--- src/rtl/wash_pkg.sv ---
// Shared definitions for the wash-machine timer blocks: digit width, BCD
// limit, phase-timer state encoding and the load clamp helper.
package wash_pkg;

  localparam int              BCD_W   = 4;
  localparam logic [BCD_W-1:0] BCD_MAX = 4'd9;

  typedef enum logic [1:0] {
    IDLE     = 2'b00,
    RUN      = 2'b01,
    PAUSED   = 2'b10,
    FINISHED = 2'b11
  } state_e;

  // Any non-BCD digit (A..F) is stored as 9 so the count stays valid BCD.
  function automatic logic [BCD_W-1:0] bcd_clamp(input logic [BCD_W-1:0] d);
    return (d > BCD_MAX) ? BCD_MAX : d;
  endfunction

endpackage

--- src/rtl/counter10_down.sv ---
// Single BCD digit down counter with synchronous load and borrow out.
// Wraps 0 -> 9 on an enabled step; BO tells the next digit to step.
module counter10_down
  import wash_pkg::*;
(
  input  logic             CP,
  input  logic             CR,
  input  logic             EN,
  input  logic             LD,
  input  logic [BCD_W-1:0] D,
  output logic [BCD_W-1:0] Q,
  output logic             BO
);

  logic [BCD_W-1:0] q_q;

  // Digit register: load has priority over a count step.
  // NOTE: clocked state uses <= so every register samples pre-edge values.
  always_ff @(posedge CP or posedge CR) begin
    if (CR) begin
      q_q <= '0;
    end else if (LD) begin
      q_q <= D;
    end else if (EN) begin
      q_q <= (q_q == '0) ? BCD_MAX : q_q - 4'd1;
    end
  end

  assign Q  = q_q;
  assign BO = EN && (q_q == '0);

endmodule

--- src/rtl/wash_timer_down.sv ---
// Two-digit BCD countdown timer for one wash phase. Loaded with 00..99,
// steps down once per TICK while running, and reports completion with a
// level (DONE) and a one-cycle entry pulse (DONE_P).
module wash_timer_down
  import wash_pkg::*;
(
  input  logic             CP,
  input  logic             CR,
  input  logic             LD,
  input  logic [BCD_W-1:0] LD_TENS,
  input  logic [BCD_W-1:0] LD_ONES,
  input  logic             START,
  input  logic             PAUSE,
  input  logic             TICK,
  output logic [BCD_W-1:0] Q_TENS,
  output logic [BCD_W-1:0] Q_ONES,
  output logic             RUNNING,
  output logic             DONE,
  output logic             DONE_P
);

  state_e           state_q;
  logic             running_q;
  logic             done_q;
  logic             done_p_q;

  logic             load_en;
  logic             dec_en;
  logic             ones_bo;
  logic             tens_bo;
  logic             cnt_zero;
  logic             cnt_one;
  logic [BCD_W-1:0] ld_tens_d;
  logic [BCD_W-1:0] ld_ones_d;
  logic [BCD_W-1:0] tens;
  logic [BCD_W-1:0] ones;

  assign ld_tens_d = bcd_clamp(LD_TENS);
  assign ld_ones_d = bcd_clamp(LD_ONES);

  // Load is honoured only in IDLE/FINISHED; decrement only while running.
  // NOTE: both strobes get a default first so no path leaves them unassigned (no latch).
  always_comb begin
    load_en = 1'b0;
    dec_en  = 1'b0;
    unique case (state_q)
      IDLE, FINISHED: load_en = LD;
      RUN:            dec_en  = TICK;
      default:        ;
    endcase
  end

  counter10_down u_ones (
    .CP (CP),
    .CR (CR),
    .EN (dec_en),
    .LD (load_en),
    .D  (ld_ones_d),
    .Q  (ones),
    .BO (ones_bo)
  );

  counter10_down u_tens (
    .CP (CP),
    .CR (CR),
    .EN (ones_bo),
    .LD (load_en),
    .D  (ld_tens_d),
    .Q  (tens),
    .BO (tens_bo)
  );

  assign cnt_zero = (tens == '0) && (ones == '0);
  assign cnt_one  = (tens == '0) && (ones == 4'd1);

  // Phase state machine with registered status outputs. tens_bo can only
  // fire on a tick at 00, which RUN never sees; it is folded into the
  // finish condition so such a step still terminates the phase.
  always_ff @(posedge CP or posedge CR) begin
    if (CR) begin
      state_q   <= IDLE;
      running_q <= 1'b0;
      done_q    <= 1'b0;
      done_p_q  <= 1'b0;
    end else begin
      done_p_q <= 1'b0;
      unique case (state_q)
        IDLE: begin
          if (!LD && START && !cnt_zero) begin
            state_q   <= RUN;
            running_q <= 1'b1;
          end
        end
        RUN: begin
          if (TICK && (cnt_one || tens_bo)) begin
            state_q   <= FINISHED;
            running_q <= 1'b0;
            done_q    <= 1'b1;
            done_p_q  <= 1'b1;
          end else if (PAUSE) begin
            state_q   <= PAUSED;
            running_q <= 1'b0;
          end
        end
        PAUSED: begin
          if (START || PAUSE) begin
            state_q   <= RUN;
            running_q <= 1'b1;
          end
        end
        FINISHED: begin
          if (LD) begin
            state_q <= IDLE;
            done_q  <= 1'b0;
          end
        end
        default: state_q <= IDLE;
      endcase
    end
  end

  assign Q_TENS  = tens;
  assign Q_ONES  = ones;
  assign RUNNING = running_q;
  assign DONE    = done_q;
  assign DONE_P  = done_p_q;

endmodule

--- config.mk ---
export PLATFORM = sky130hd
export DESIGN_NAME = wash_timer_down
export DESIGN_NICKNAME = d
export VERILOG_FILES = /design/src/rtl/wash_pkg.sv /design/src/rtl/counter10_down.sv /design/src/rtl/wash_timer_down.sv
export SDC_FILE = /design/constraint.sdc
export NUM_CORES = 1
export LEC_CHECK = 0
export CORE_AREA = 2 2 39 41
export DETAILED_ROUTE_END_ITERATION = 7
export DIE_AREA = 0 0 41 43
export DONT_BUFFER_PORTS = 1
export GPL_ROUTABILITY_DRIVEN = 0
export MAX_ROUTING_LAYER = met4
export PLACE_DENSITY = 0.8
export SYNTH_ARGS = -nofsm -noshare
export SYNTH_HDL_FRONTEND = slang
export SYNTH_SLANG_ARGS = --single-unit
--- constraint.sdc ---
create_clock -name CP -period 3.7 [get_ports CP]
set_clock_uncertainty 0.2 [all_clocks]
set_input_delay 0.555 -clock CP [delete_from_list [all_inputs] [get_ports CP]]
set_output_delay 0.555 -clock CP [all_outputs]
set_load 0.02 [all_outputs]
==> impl_metrics.py, run 1 <==
metrics = {
    "yosys": {
        "ys_types": 30,
        "synth-simple-area-share_pct": 19.1,
        "synth-seq-area-share_pct": 40.3,
        "synthCells": 85,
        "yosys_register_bits": 13,
        "async_flop_share_pct": 100,
        "synth_edf_count": 0,
        "syn-num-nets": 104,
        "syn-cell-area_sq_um": 807,
        "synth_top_family_by_area": "simple AND/OR/NAND/NOR gates",
        "synth_mux_area_share_pct": 6.67,
        "synth_area_leader_cell": "dfrtp_1",
        "synth_compound_area_share_pct": 18.1,
        "synth_common_cells": "dfrtp_1, nor2_1, o21ai_1, inv_1",
        "synth_top_area_share_pct": 40.3,
        "syn_area_per_cell_sq_um": 9.49,
        "yosysMostFrequentCell": "dfrtp_1",
        "synth_fa_ha_area_share_pct": 7.75,
        "yosys-top-cells-area": "dfrtp_1, ha_1, o21ai_1",
        "yosysWarningCount": 0,
        "synth-xor-area-share_pct": 4.34,
        "synth_ff_type": "dfrtp_1",
    },
    "power": {
        "p_leak_nw": 0.366,
        "power.density_nw_per_um2": 863,
        "total_power_mw": 0.742,
        "peakVddDrop_uv": 465,
    },
    "clock_tree": {
        "cts_sinks": 13,
        "htree_levels": 1,
        "cts_tree": "done",
        "numCtsBuffers": 3,
        "clock_latency_ps": 270,
        "clk_pin_slew_ps": 70,
        "cts_resized": 0,
        "cts-root-buf": "clkbuf_4",
        "cts_buffer_depth": 2,
        "post_cts_buffers": 0,
    },
    "global_routing": {
        "grtUsageMet2_pct": 33.1,
        "use_met1_pct": 24.7,
        "grt_max_degree": 17,
        "grt_use_total_pct": 22.0,
        "top_usage_layer": "met2",
        "grt_pass1_wl_mm": 2.48,
        "grt_pass1_vias": 599,
        "antenna_found_initial": 0,
        "met3_usage_pct": 6.81,
        "gr-total-overflow": 0,
    },
    "floorplan": {
        "ios": 25,
        "rows": 14,
        "die_area_sq_um": 1760,
        "start_util_pct": 58.3,
        "die_w_um": 41,
        "core-area_sq_um": 1380,
        "die_h_um": 43,
    },
    "critical_path": {
        "reg2reg_from": "u_tens.Q[0]$_DFFE_PP0P_",
        "cp.arrival_ps": 2100,
        "critPathLaunchType": "register",
        "worst_setup_path_end_kind": "register",
        "crit_fanout": 5,
        "cp_data_required_time_ps": 3660,
        "reg2reg_setup_slack_ps": 1550,
        "reg2reg_depth": 4,
        "reg2reg_to": "state_q[0]$_DFFE_PP0P_",
        "critPathKind": "register to register",
        "startpoint": "u_tens.Q[0]$_DFFE_PP0P_",
    },
    "detailed_routing": {
        "vias": 635,
        "routed_wl_mm": 1.53,
        "dr.pass1.iters": 4,
        "wl_per_cell_um": 14.6,
        "drtIter0Drc": 7,
        "drc": 0,
        "ant_nets": 0,
        "vias_per_cell": 6.05,
    },
    "worst_hold_path": {
        "hold_depth": 2,
        "hold_start": "LD_ONES[3]",
        "min_to": "u_ones.Q[3]$_DFFE_PP0P_",
        "hp-class": "input pin to register",
    },
    "finish": {
        "final-seq-area_sq_um": 325,
        "n_fill_cell": 124,
        "fin_cells": 105,
        "nets": 109,
        "antenna_cells": 0,
        "syn_to_final_growth_pct": 6.51,
        "multi_input_area_sq_um": 452,
        "drive_gt1_share_pct": 5.62,
    },
    "sta": {
        "fmax_mhz": 466,
        "timing.final.crit_share_pct": 58.0,
        "holdWs_ps": 196,
        "setup_viol": 0,
        "layout_setup_ws_ps": 1550,
        "relSlewSlack_pct": 43.3,
        "final_max_slew_viol_count": 0,
        "fin_tns_setup_ps": 0,
        "period_needed_ps": 2150,
        "worstMarginPinSlew_ps": 847,
        "hold_viol": 0,
        "grt_setup_unrepaired": "false",
    },
    "place": {
        "post-place-ws_ps": 1570,
        "portBuffers": 0,
        "hpwlAfterDp_mm": 1.22,
        "placed_cells": 100,
    },
    "outcome": {
        "outcome": "complete, no violations",
    },
    "job": {
        "drv_cap": 0,
    },
}
==> what timing repair did <==
item                       in CTS  in global routing
setup endpoints to repair       0                  0
hold endpoints to repair       13                  0
hold buffers                    1                  0
==> layer usage <==
metal	part of all wire [%]	routed length (um)
met1	39	594
met2	52	794
met5	0	0
met4	2.4	37
met3	6.7	103
==> registers in the layout (all words and copies together) (netlist names) <==
| signal | flops |
|---|---|
| DONE | 1 |
| DONE_P | 1 |
| RUNNING | 1 |
| state_q | 2 |
| u_ones.Q | 4 |
| u_tens.Q | 4 |
==> cell type report <==
type | instances | share of cell area, %
multi-input combinational | 64 | 52.5
clock buffer | 4 | 3.06
inverter | 7 | 3.06
timing repair buffer | 1 | 1.16
tap | 16 | 2.33
sequential | 13 | 37.8
==> through the flow <==
step	cell area, sq um	utilization, %
global placement	823	59.5
global route	860	62.1
CTS	860	62.1
finish	860	62.1
detailed placement	823	59.5
floorplan	807	-
==> how the worst max path moves through the flow <==
stage                                    endpoint  slack (ps)
after CTS                  state_q[0]$_DFFE_PP0P_        1550
final                      state_q[0]$_DFFE_PP0P_        1550
after global placement     state_q[1]$_DFFE_PP0P_        1610
after global routing      u_tens.Q[0]$_DFFE_PP0P_        1400
after floorplan            state_q[0]$_DFFE_PP0P_        1740
after detailed placement   state_q[0]$_DFFE_PP0P_        1570
==> worst max-delay path: stages (launching register included) <==
cell      delay [ps]
dfrtp_1          500
nor4_2           460
a311oi_1         190
a221o_1          340
mux2_1           330
==> cell families after synthesis <==
family          after synthesis
compound gates               23
xor+xnor                      4
fa+ha+maj                     5
buf+inv                       8
flops                        13
mux                           5
simple gates                 27
==> placed cells by master (no fill, tap or decap), types with 2 or more instances in the layout <==
cell and count:
a21oi_1 2, clkbuf_4 3, dfrtp_1 13, ha_1 5, inv_1 7, mux2_1 3, mux2i_1 2, nand2_1 5
nand3b_1 4, nor2_1 8, nor3_1 3, o21a_1 2, o21ai_0 3, o21ai_1 8, xnor2_1 4
==> power breakdown <==
| part | switching (mW) | total (mW) | internal (mW) | leakage (nW) |
|---|---|---|---|---|
| combinational | 0.171 | 0.317 | 0.146 | 0.189 |
| clock | 0.0444 | 0.0862 | 0.0418 | 0.0150 |
| sequential | 0.136 | 0.339 | 0.203 | 0.162 |
| total | 0.351 | 0.742 | 0.390 | 0.366 |
Power figures use the tool's default switching activity.
==> run 2, diff against run 1 <==
--- a/config.mk
+++ b/config.mk
@@ -5,13 +5,13 @@
 export SDC_FILE = /design/constraint.sdc
 export NUM_CORES = 1
 export LEC_CHECK = 0
-export CORE_AREA = 2 2 39 41
+export CORE_MARGIN = 2
+export CORE_UTILIZATION = 59
 export DETAILED_ROUTE_END_ITERATION = 7
-export DIE_AREA = 0 0 41 43
 export DONT_BUFFER_PORTS = 1
 export GPL_ROUTABILITY_DRIVEN = 0
 export MAX_ROUTING_LAYER = met4
-export PLACE_DENSITY = 0.8
+export PLACE_DENSITY = 0.79
 export SYNTH_ARGS = -nofsm -noshare
 export SYNTH_HDL_FRONTEND = slang
 export SYNTH_SLANG_ARGS = --single-unit
==> constraint.sdc (replaced) <==
create_clock -name CP -period 2.2 [get_ports CP]
set_clock_uncertainty 0.2 [all_clocks]
set_input_delay 0.33 -clock CP [delete_from_list [all_inputs] [get_ports CP]]
set_output_delay 0.33 -clock CP [all_outputs]
set_load 0.02 [all_outputs]
==> impl_metrics.py, run 2 (synthesis gave the netlist of run 1 again) <==
metrics = {
    "outcome": {
        "outcome": "complete, no violations",
    },
    "power": {
        "power.density_nw_per_um2": 1410,
        "peakVddDrop_uv": 754,
        "p_leak_nw": 0.428,
    },
    "clock_tree": {
        "clk_pin_slew_ps": 70,
        "numCtsBuffers": 3,
        "post_cts_buffers": 0,
        "cts-root-buf": "clkbuf_4",
        "cts_sinks": 13,
        "cts_tree": "done",
        "cts_buffer_depth": 2,
        "htree_levels": 1,
        "clock_latency_ps": 270,
    },
    "sta": {
        "final_max_slew_viol_count": 0,
        "worstMarginPinSlew_ps": 472,
        "period_needed_ps": 1950,
        "holdWs_ps": 6.90,
        "relSlewSlack_pct": 68.5,
        "timing.final.crit_share_pct": 88.8,
        "fmax_mhz": 512,
        "fin_tns_setup_ps": 0,
        "layout_setup_ws_ps": 246,
        "hold_viol": 0,
        "grt_setup_unrepaired": "false",
        "setup_viol": 0,
    },
    "critical_path": {
        "crit_fanout": 4,
        "critPathLaunchType": "register",
        "worst_setup_path_end_kind": "register",
        "cp_data_required_time_ps": 2160,
        "critPathKind": "register to register",
        "cp.arrival_ps": 1910,
    },
    "detailed_routing": {
        "dr.pass1.iters": 4,
        "drtIter0Drc": 15,
        "ant_nets": 0,
        "vias_per_cell": 5.83,
        "vias": 682,
        "wl_per_cell_um": 13.8,
        "routed_wl_mm": 1.61,
        "drc": 0,
    },
    "finish": {
        "drive_gt1_share_pct": 13.7,
        "final_common_cell": "dfrtp_1",
        "syn_to_final_growth_pct": 19.7,
        "final-seq-area_sq_um": 325,
        "fin_cells": 117,
        "design_area_sq_um": 966,
        "antenna_cells": 0,
        "multi_input_area_sq_um": 452,
        "n_fill_cell": 97,
        "nets": 122,
        "mostFrequentLayoutCells": "dfrtp_1, buf_4, nor2_1, o21ai_1, inv_1",
    },
    "place": {
        "placed_cells": 108,
        "portBuffers": 0,
        "post-place-ws_ps": 257,
        "hpwlAfterDp_mm": 1.28,
        "placed_area_sq_um": 890,
    },
    "floorplan": {
        "start_util_pct": 62.8,
        "die_area_sq_um": 1680,
        "rows": 13,
        "die_h_um": 41.0,
        "die_w_um": 41.0,
        "ios": 25,
        "core-area_sq_um": 1280,
    },
    "job": {
        "drv_cap": 0,
    },
    "global_routing": {
        "antenna_found_initial": 0,
        "grt_pass1_wl_mm": 2.37,
        "grt_use_total_pct": 22.6,
        "gr-total-overflow": 0,
        "grt_pass1_vias": 582,
        "grt_max_degree": 17,
    },
    "worst_hold_path": {
        "hp-class": "input pin to register",
    },
}
run 2: repair_timing:
item	in CTS	in global routing
resized for setup	0	0
endpoints found under the hold margin	17	0
hold buffers	5	0
run 2: stage by stage:
stage                     util (%)  power (mW)
after floorplan                  -       0.994
after global placement        69.2        1.19
after detailed placement      69.2        1.22
after CTS                     75.2        1.37
after global routing          75.2        1.47
final                         75.2        1.36
run 2: report_power, final:
part           internal (mW)  switching, mW
registers              0.343         0.0988
clock network         0.0703         0.0751
logic                  0.339          0.437
total                  0.752          0.611
run 2: layout make-up:
| cell class | count | share of cell area (%) |
|---|---|---|
| sequential | 13 | 33.7 |
| tap | 15 | 1.94 |
| multi-input combinational | 64 | 46.8 |
| clock buffer | 4 | 2.72 |
| inverter | 7 | 2.72 |
| timing repair buffer | 14 | 12.2 |
run 2: critical path, cell delays in order, from the launching register on:
cell and delay, ps:
dfrtp_1 400, nor4_2 420, a311oi_1 180, a221o_1 320, mux2_1 320
run 2: path summary, 6_finish.rpt:
path	startpoint	to	slack, ps	cells after the start
max	u_tens.Q[0]$_DFFE_PP0P_	state_q[1]$_DFFE_PP0P_	250	4
min	LD_ONES[1]	u_ones.Q[1]$_DFFE_PP0P_	7	2
max reg2reg	u_tens.Q[0]$_DFFE_PP0P_	state_q[1]$_DFFE_PP0P_	250	4
min reg2reg	state_q[1]$_DFFE_PP0P_	state_q[1]$_DFFE_PP0P_	370	1
max in group asynchronous	CR	u_ones.Q[2]$_DFFE_PP0P_	1170	2
min in group asynchronous	CR	DONE_P$_DFF_PP0_	300	2
run 2: routing by layer:
metal	global-route usage, %	part of all wire, %	routed length, um	vias up
met4	5.00	1.1	17	0
li1	-	-	-	337
met5	-	0	0	-
met3	10.9	7.1	114	2
met2	37.1	49	781	20
met1	24.6	43	697	323
